==> src/rtl/echo_pulse_receiver_pkg.sv <==
// echo_pulse_receiver_pkg: status codes, FSM encoding and 20 MHz timing
// defaults shared by the echo receive path.
package echo_pulse_receiver_pkg;

  localparam int CLK_HZ        = 20_000_000;
  localparam int CYCLES_PER_MS = CLK_HZ / 1000;

  localparam int DEF_W            = 20;
  localparam int DEF_SYNC_STAGES  = 2;
  localparam int DEF_RISE_TIMEOUT = CYCLES_PER_MS;       // 1 ms arm-to-rise window
  localparam int DEF_MAX_ECHO     = 38 * CYCLES_PER_MS;  // 38 ms echo ceiling
  localparam int DEF_MIN_PULSE    = 4;

  typedef enum logic [1:0] {
    ST_OK        = 2'b00,
    ST_NO_ECHO   = 2'b01,
    ST_OVERRANGE = 2'b10,
    ST_STUCK     = 2'b11
  } echo_status_t;

  typedef enum logic [1:0] {
    FSM_IDLE      = 2'b00,
    FSM_WAIT_RISE = 2'b01,
    FSM_MEASURE   = 2'b10,
    FSM_HOLDOFF   = 2'b11
  } fsm_state_t;

endpackage

==> src/rtl/echo_pulse_receiver_sync_edge_detect.sv <==
// echo_pulse_receiver_sync_edge_detect: multi-flop synchroniser for the raw
// ECHO line plus single-cycle rise/fall flags on the synchronised level.
module echo_pulse_receiver_sync_edge_detect #(
  parameter int SYNC_STAGES = 2
) (
  input  logic clk,
  input  logic reset,
  input  logic din,
  output logic dout,
  output logic rise,
  output logic fall
);

  logic [SYNC_STAGES-1:0] sync_q;
  logic                   dout_prev;

  // shift the async input through the chain; keep one extra copy for edges
  always_ff @(posedge clk) begin
    if (reset) begin
      sync_q    <= '0;
      dout_prev <= 1'b0;
    end else begin
      sync_q    <= {sync_q[SYNC_STAGES-2:0], din};
      dout_prev <= sync_q[SYNC_STAGES-1];
    end
  end

  assign dout = sync_q[SYNC_STAGES-1];
  assign rise = dout & ~dout_prev;
  assign fall = ~dout & dout_prev;

endmodule

==> src/rtl/echo_pulse_receiver.sv <==
// echo_pulse_receiver: times the ultrasonic sensor ECHO pulse after each arm
// (trigger_done) and reports one width/status result per accepted arm.
//
//  state      | meaning
//  -----------+-------------------------------------------------------------
//  IDLE       | waiting for arm; arm with echo already high reports STUCK
//  WAIT_RISE  | armed, rise_cnt running, waiting for echo to go high
//  MEASURE    | echo high, width_cnt counting; short highs drop back as glitch
//  HOLDOFF    | overrange reported, waiting for echo to fall before re-arming
module echo_pulse_receiver
  import echo_pulse_receiver_pkg::*;
#(
  parameter int W            = DEF_W,
  parameter int SYNC_STAGES  = DEF_SYNC_STAGES,
  parameter int RISE_TIMEOUT = DEF_RISE_TIMEOUT,
  parameter int MAX_ECHO     = DEF_MAX_ECHO,
  parameter int MIN_PULSE    = DEF_MIN_PULSE
) (
  input  logic         clk,
  input  logic         reset,
  input  logic         arm,
  input  logic         echo_in,
  output logic         busy,
  output logic         result_valid,
  output logic [W-1:0] echo_width,
  output logic [1:0]   status
);

  localparam logic [W-1:0] RISE_LAST = W'(RISE_TIMEOUT - 1);
  localparam logic [W-1:0] MAX_W     = W'(MAX_ECHO);
  localparam logic [W-1:0] MIN_W     = W'(MIN_PULSE);
  localparam logic [W-1:0] CNT_ONE   = W'(1);
  localparam logic [W-1:0] CNT_SAT   = {W{1'b1}};

  logic echo_sync;
  logic echo_rise;
  logic echo_fall;

  fsm_state_t   state_q, state_d;
  logic [W-1:0] rise_cnt_q, rise_cnt_d;
  logic [W-1:0] width_cnt_q, width_cnt_d;
  logic [W-1:0] rise_inc, width_inc;
  logic         res_load;
  echo_status_t res_status;
  logic [W-1:0] res_width;

  echo_pulse_receiver_sync_edge_detect #(
    .SYNC_STAGES (SYNC_STAGES)
  ) u_sync (
    .clk   (clk),
    .reset (reset),
    .din   (echo_in),
    .dout  (echo_sync),
    .rise  (echo_rise),
    .fall  (echo_fall)
  );

  // Counters hold at all-ones rather than wrapping.
  assign rise_inc  = (rise_cnt_q  == CNT_SAT) ? rise_cnt_q  : rise_cnt_q  + 1'b1;
  assign width_inc = (width_cnt_q == CNT_SAT) ? width_cnt_q : width_cnt_q + 1'b1;

  // next-state, counter updates and result decision for the current cycle.
  // WAIT_RISE is only entered with echo_sync low and MEASURE only stays while
  // it is high, so rise/fall there are equivalent to the synchronised level.
  always_comb begin
    state_d     = state_q;
    rise_cnt_d  = rise_cnt_q;
    width_cnt_d = width_cnt_q;
    res_load    = 1'b0;
    res_status  = ST_OK;
    res_width   = '0;
    case (state_q)
      FSM_IDLE: begin
        if (arm) begin
          if (echo_sync) begin
            res_load   = 1'b1;
            res_status = ST_STUCK;
          end else begin
            state_d    = FSM_WAIT_RISE;
            rise_cnt_d = '0;
          end
        end
      end
      FSM_WAIT_RISE: begin
        rise_cnt_d = rise_inc;
        if (echo_rise) begin
          state_d     = FSM_MEASURE;
          width_cnt_d = CNT_ONE;
        end else if (rise_cnt_q >= RISE_LAST) begin
          // >= so a timeout overrun during a glitch still ends the attempt
          res_load   = 1'b1;
          res_status = ST_NO_ECHO;
          state_d    = FSM_IDLE;
        end
      end
      FSM_MEASURE: begin
        rise_cnt_d = rise_inc;
        if (!echo_fall) begin
          if (width_cnt_q == MAX_W) begin
            res_load   = 1'b1;
            res_status = ST_OVERRANGE;
            res_width  = MAX_W;
            state_d    = FSM_HOLDOFF;
          end else begin
            width_cnt_d = width_inc;
          end
        end else if (width_cnt_q >= MIN_W) begin
          res_load   = 1'b1;
          res_status = ST_OK;
          res_width  = width_cnt_q;
          state_d    = FSM_IDLE;
        end else begin
          state_d = FSM_WAIT_RISE;
        end
      end
      FSM_HOLDOFF: begin
        if (!echo_sync) begin
          state_d = FSM_IDLE;
        end
      end
      default: state_d = FSM_IDLE;
    endcase
  end

  // state, counters and registered result outputs
  always_ff @(posedge clk) begin
    if (reset) begin
      state_q      <= FSM_IDLE;
      rise_cnt_q   <= '0;
      width_cnt_q  <= '0;
      busy         <= 1'b0;
      result_valid <= 1'b0;
      echo_width   <= '0;
      status       <= 2'b00;
    end else begin
      state_q      <= state_d;
      rise_cnt_q   <= rise_cnt_d;
      width_cnt_q  <= width_cnt_d;
      busy         <= (state_d != FSM_IDLE);
      result_valid <= res_load;
      if (res_load) begin
        echo_width <= res_width;
        status     <= res_status;
      end
    end
  end

endmodule

==> config.mk <==
export PLATFORM = sky130hd
export DESIGN_NAME = echo_pulse_receiver
export DESIGN_NICKNAME = d
export VERILOG_FILES = /design/src/rtl/echo_pulse_receiver_pkg.sv /design/src/rtl/echo_pulse_receiver_sync_edge_detect.sv /design/src/rtl/echo_pulse_receiver.sv
export SDC_FILE = /design/constraint.sdc
export NUM_CORES = 1
export LEC_CHECK = 0
export BUFFER_PORTS_ARGS = -buffer_cell sky130_fd_sc_hd__buf_2
export CORE_MARGIN = 2
export CORE_UTILIZATION = 30
export CTS_BUF_LIST = sky130_fd_sc_hd__clkbuf_8
export DETAILED_ROUTE_END_ITERATION = 10
export GPL_TIMING_DRIVEN = 0
export PLACE_DENSITY = 0.57
export SYNTH_ARGS = -nofsm -noshare
export SYNTH_HDL_FRONTEND = slang
export SYNTH_SLANG_ARGS = --single-unit
==> constraint.sdc <==
create_clock -name clk -period 2.8 [get_ports clk]
set_input_delay 0.14 -clock clk [delete_from_list [all_inputs] [get_ports clk]]
set_output_delay 0.14 -clock clk [all_outputs]
set_load 0.1 [all_outputs]
Word-level counts from Yosys, hierarchy flattened. Index checks and enable logic that the tools add are counted.

Flip-flop bits (word level): 69. Bits of input ports: 4. Output and inout bits: 24. Logic and storage cells: 74.

Add/subtract/negate cells: 2. Order comparisons: 2. Equality and inequality tests: 13. Mux-type cells: 37. Bitwise operators: 4. Reduce and logical (&&, ||, !) cells: 7.

Operators with widths (number): $mux W20 (11); $pmux W20 S2 (2); $eq A20 B20 Y1 const B (3); $add A20 B1 Y20 const B (2); $mux W2 (11); $ge A20 B15 Y1 const B (1); $ge A20 B3 Y1 const B (1); $ne A2 B2 Y1 const B (7); $mux W1 (10); $pmux W2 S4 (1); $pmux W2 S3 (1); $reduce_bool A2 Y1 (3); $reduce_and A5 Y1 (1); $eq A2 B2 Y1 const B (2); $reduce_and A4 Y1 (1); $pmux W1 S3 (1); $and A1 B1 Y1 (2); $eq A2 B1 Y1 const B (1); $logic_not A2 Y1 (1); $not A1 Y1 (2); $reduce_or A2 Y1 (1).

Longest topological paths before layout.
Depth in word-level cells: 5. Gate-level depth with buffers: 9. Depth with buffers taken out: 7.

Modules after synthesis. Synthesis repeated with hierarchy kept, for this count alone.

Cell total of the unflattened synthesis: 365. Area total of the unflattened synthesis: 3303.2 um^2.

Modules (own cells, without submodules): echo_pulse_receiver (times used 1, cells an instance 357, area each 3211.8 um^2, seq. area each 1321.3 um^2); echo_pulse_receiver_sync_edge_detect (times used 1, cells an instance 8, area each 91.3 um^2, seq. area each 60.1 um^2).

Least setup slack after synthesis. No wires, ideal clock.

Kind: reg-to-reg. Start point: register state_q[0]. End point: register echo_width[0]. Arrival time: 2135 ps. Setup slack: 602 ps. Stages on the path, launching flop included: 9. Path buffers: 1. Path through: dfxtp_1 -> inv_1 -> ha_1 -> clkbuf_1 -> inv_1 -> nor2_1 -> o21ai_0 -> nor3_1 -> a22o_1.

Word-level cells in the longest chain between the ends: 2. Elaborated cells on any way between the ends: 5. Classes of those cells: eq/ne: 2; mux: 2; reduce/logical: 1.

Ends and longest elaborated chain: from (decl) (line echo_pulse_receiver.sv:39) `fsm_state_t state_q, state_d;`; from (signal assigned) (line echo_pulse_receiver.sv:136) `state_q <= state_d;`; $eq A2 B2 Y1, or another cell as far along (line echo_pulse_receiver.sv:72) `case (state_q)`; $pmux W1 S3 or $mux W20 (tied branches) (line echo_pulse_receiver.sv:72); to (signal assigned) (line echo_pulse_receiver.sv:142) `echo_width <= res_width;`; to (decl) (line echo_pulse_receiver.sv:25) `output logic [W-1:0] echo_width,`.

Several ways; a longest one is shown, not always the timed one. A chain may end at the register's enable or synchronous reset.

Worst setup path in the final report.
Start point: register state_q[0]. End point: register echo_width[13].

Same word-level chain as after synthesis.

==> qor.yml <==
status: "finished clean"
fmax_mhz: 394
use_met3_pct: 3.70
grt_usage_pct: 14.8
ys_top_cells_by_area: "dfxtp_1 40%, a22o_1 4.6%, nand2_1 3.9%"
gp_congestion: 0.869
path_clk_slew_ns: 0.07
hold_path.class: "input port to register"
ys_seq_elements: 69
path_cells: "inv_1 -> ha_1 -> clkbuf_1 -> inv_1 -> nor2_1 -> o21ai_0 -> nor3_4 -> a22o_1"
p_seq_share_pct: 40.6
gr-max-usage-layer: "met2"
drc: 0
avgViaCountPerCell: 5.43
slew_violations: 0
grtUsageMet1_pct: 18.5
yosysWarningCount: 0
cp_data_required_time_ns: 3.09
cts.sinks: 69
synth_top_area_share_pct: 39.9
yosysUniqueCellTypes: 55
drt_iter0_drc: 219
p_int_uw: 1780
path_class: "register to register"
core_sq_um: 11300
yosys-top-cells-count: "69 x dfxtp_1, 36 x nand2_1, 22 x a21oi_1, 22 x nor2_1, 20 x o21ai_0"
setup_viol: 0
grt_pass1_vias: 2979
cts_made_buffers: 9
switching_power_uw: 859
startpoint: "state_q[0]"
final_core_util_pct: 35.6
leakagePower_uw: 0.00140
skew_ns: 0.00866
start_util_pct: 30.6
period_minus_slack_ns: 2.54
netlist_area_sq_um: 3460
port_buffers: 26
num_vias: 3144
cpPeakStageDelay_ns: 0.48
synthFlopType: "dfxtp_1"
ant_nets: 0
synth_edf_count: 0
htreeDepth: 3
placed_cells: 562
end_kind: "register"
wire_per_inst_microns: 15.3
final_nets: 444
diodes: 0
switching_share_pct: 32.6
grt_max_degree: 13
p_comb_share_pct: 22.5
ys_seq_area_share_pct: 39.9
tightest_slew_ns: 0.785
cts_tree: "yes"
io-pin-count: 28
critPathBufInv: 3
crit_family: "simple AND/OR/NAND/NOR gates"
layout-drive-gt1-share_pct: 15.8
crit_top_cell: "inv_1"
period_share_pct: 90.8
worst_path_max_delay_cell: "nor3_4"
synth_area_per_cell_sq_um: 8.82
irDropWorstVdd_uv: 375
wirelength_mm: 8.87
grt_overflow_total: 0
powerDensity_nw_per_um2: 654
cp.arrival_ns: 2.83
die_area_sq_um: 12400
maxCapViolations: 0
cts_root_buffer: "clkbuf_8"
final_cells: 579
chipHeight_microns: 111
grt_antenna_before_repair: 0
clockPowerShare_pct: 37.0
rows: 39
postCtsSetupBuffers: 0
die_w_microns: 111
rsz0062_at_grt: "no"
ys_async_sr_fraction_pct: 0
clockBufferDepth: 2
yosysTopAreaCell: "dfxtp_1"
clk-insertion-delay-late_ns: 0.35
cp-start-kind: "register"
fin_tns_setup_ns: 0
critPathMaxFanout: 10
hp-start: "arm"
multi_input_area_sq_um: 1950
nFillCells: 1179
p_total_uw: 2640
dpl.hpwl_mm: 6.46
reg2reg_from: "state_q[0]"
synthToLayoutAreaGrowth_pct: 16.4
maxSlewHeadroom_pct: 47.2
synth_nets: 406
hold_viol: 0
synthCells: 393
use_met2_pct: 24.9
synth.most_common_cell: "dfxtp_1"
first_pass_iters: 4
register_area_sq_um: 1380
grt_pass1_wl_mm: 15.0
## registers in the layout, summed over array words and instances, names as in the netlist
name	cells
u_sync.sync_q	2
result_valid	1
busy	1
u_sync.dout_prev	1
rise_cnt_q	20
width_cnt_q	20
echo_width	20
status	2
state_q	2
## worst register-to-register path, stage by stage, from the launching register on
cell and delay, ns:
dfxtp_1 0.37, inv_1 0.12, ha_1 0.16, clkbuf_1 0.39
inv_1 0.20, nor2_1 0.26, o21ai_0 0.28, nor3_4 0.48
a22o_1 0.23
## per-stage QoR
step                      setup WS (ns)  area [sq um]  hold WS [ns]
final                             0.259          4030         0.256
after detailed placement         -0.299          3770         0.357
after global routing            0.00577          4030         0.328
after floorplan                   0.602          3460         0.268
after global placement           -0.227          3770         0.353
after CTS                        0.0973          4030         0.240
## metal layers
| layer | wire length [microns] | part of all wire, % |
|---|---|---|
| met5 | 0 | 0 |
| met1 | 3950 | 45 |
| met4 | 107 | 1.2 |
| met2 | 4350 | 49 |
| met3 | 462 | 5.2 |
## cell type report
class	instances	area share (%)
tap	143	4.44
sequential	69	34.3
inverter	13	1.21
timing repair buffer	27	3.48
multi-input combinational	293	48.3
clock buffer	9	3.07
clock inverter	7	2.82
buffer	18	2.42
## cells by family after synthesis
logic type               after synthesis  synth area share [%]
XOR/XNOR                               9                  2.28
multiplexers                           6                  1.73
AO/OA/AOI/OAI                        115                  24.9
adder cells (fa/ha/maj)                9                  3.25
flip-flops                            69                  39.9
buffers and inverters                 31                  4.23
AND/OR/NAND/NOR                      154                  23.8
## worst paths after layout
kind	slack (ns)	to	cells past startpoint
worst max register to register	0.26	echo_width[13]	8
worst max-delay path	0.26	echo_width[13]	8
worst min-delay path	0.26	status[0]	4
worst min register to register	0.44	u_sync.sync_q[1]	1
## power by group through the flow
stage	clock network, uW	logic, uW	registers (uW)
after floorplan	0	383	1140
after global placement	0	582	1090
after detailed placement	0	589	1090
after CTS	998	594	1070
after global routing	1040	656	1080
final	975	592	1070
## layout by cell type (no fill, tap or decap), types with 12 or more instances in the layout
cell type | Yosys | final
nor2_1 | 22 | 22
nand2_1 | 36 | 36
a21oi_1 | 22 | 22
nand3_1 | 16 | 16
nor4_1 | 12 | 12
nand4_1 | 12 | 12
o21ai_0 | 20 | 20
a22o_1 | 18 | 18
or3_1 | 15 | 15
o31ai_1 | 12 | 12
buf_2 | 6 | 32
dfxtp_1 | 69 | 69
inv_1 | 13 | 13
## what timing repair did
action | in CTS | in global routing
gates cloned | 0 | 0
setup endpoints to repair | 10 | 10
gates resized for setup | 1 | 1
hold endpoints to repair | 1 | 0
hold buffers | 1 | 0
Note: power is estimated with default switching activity, not from simulation.
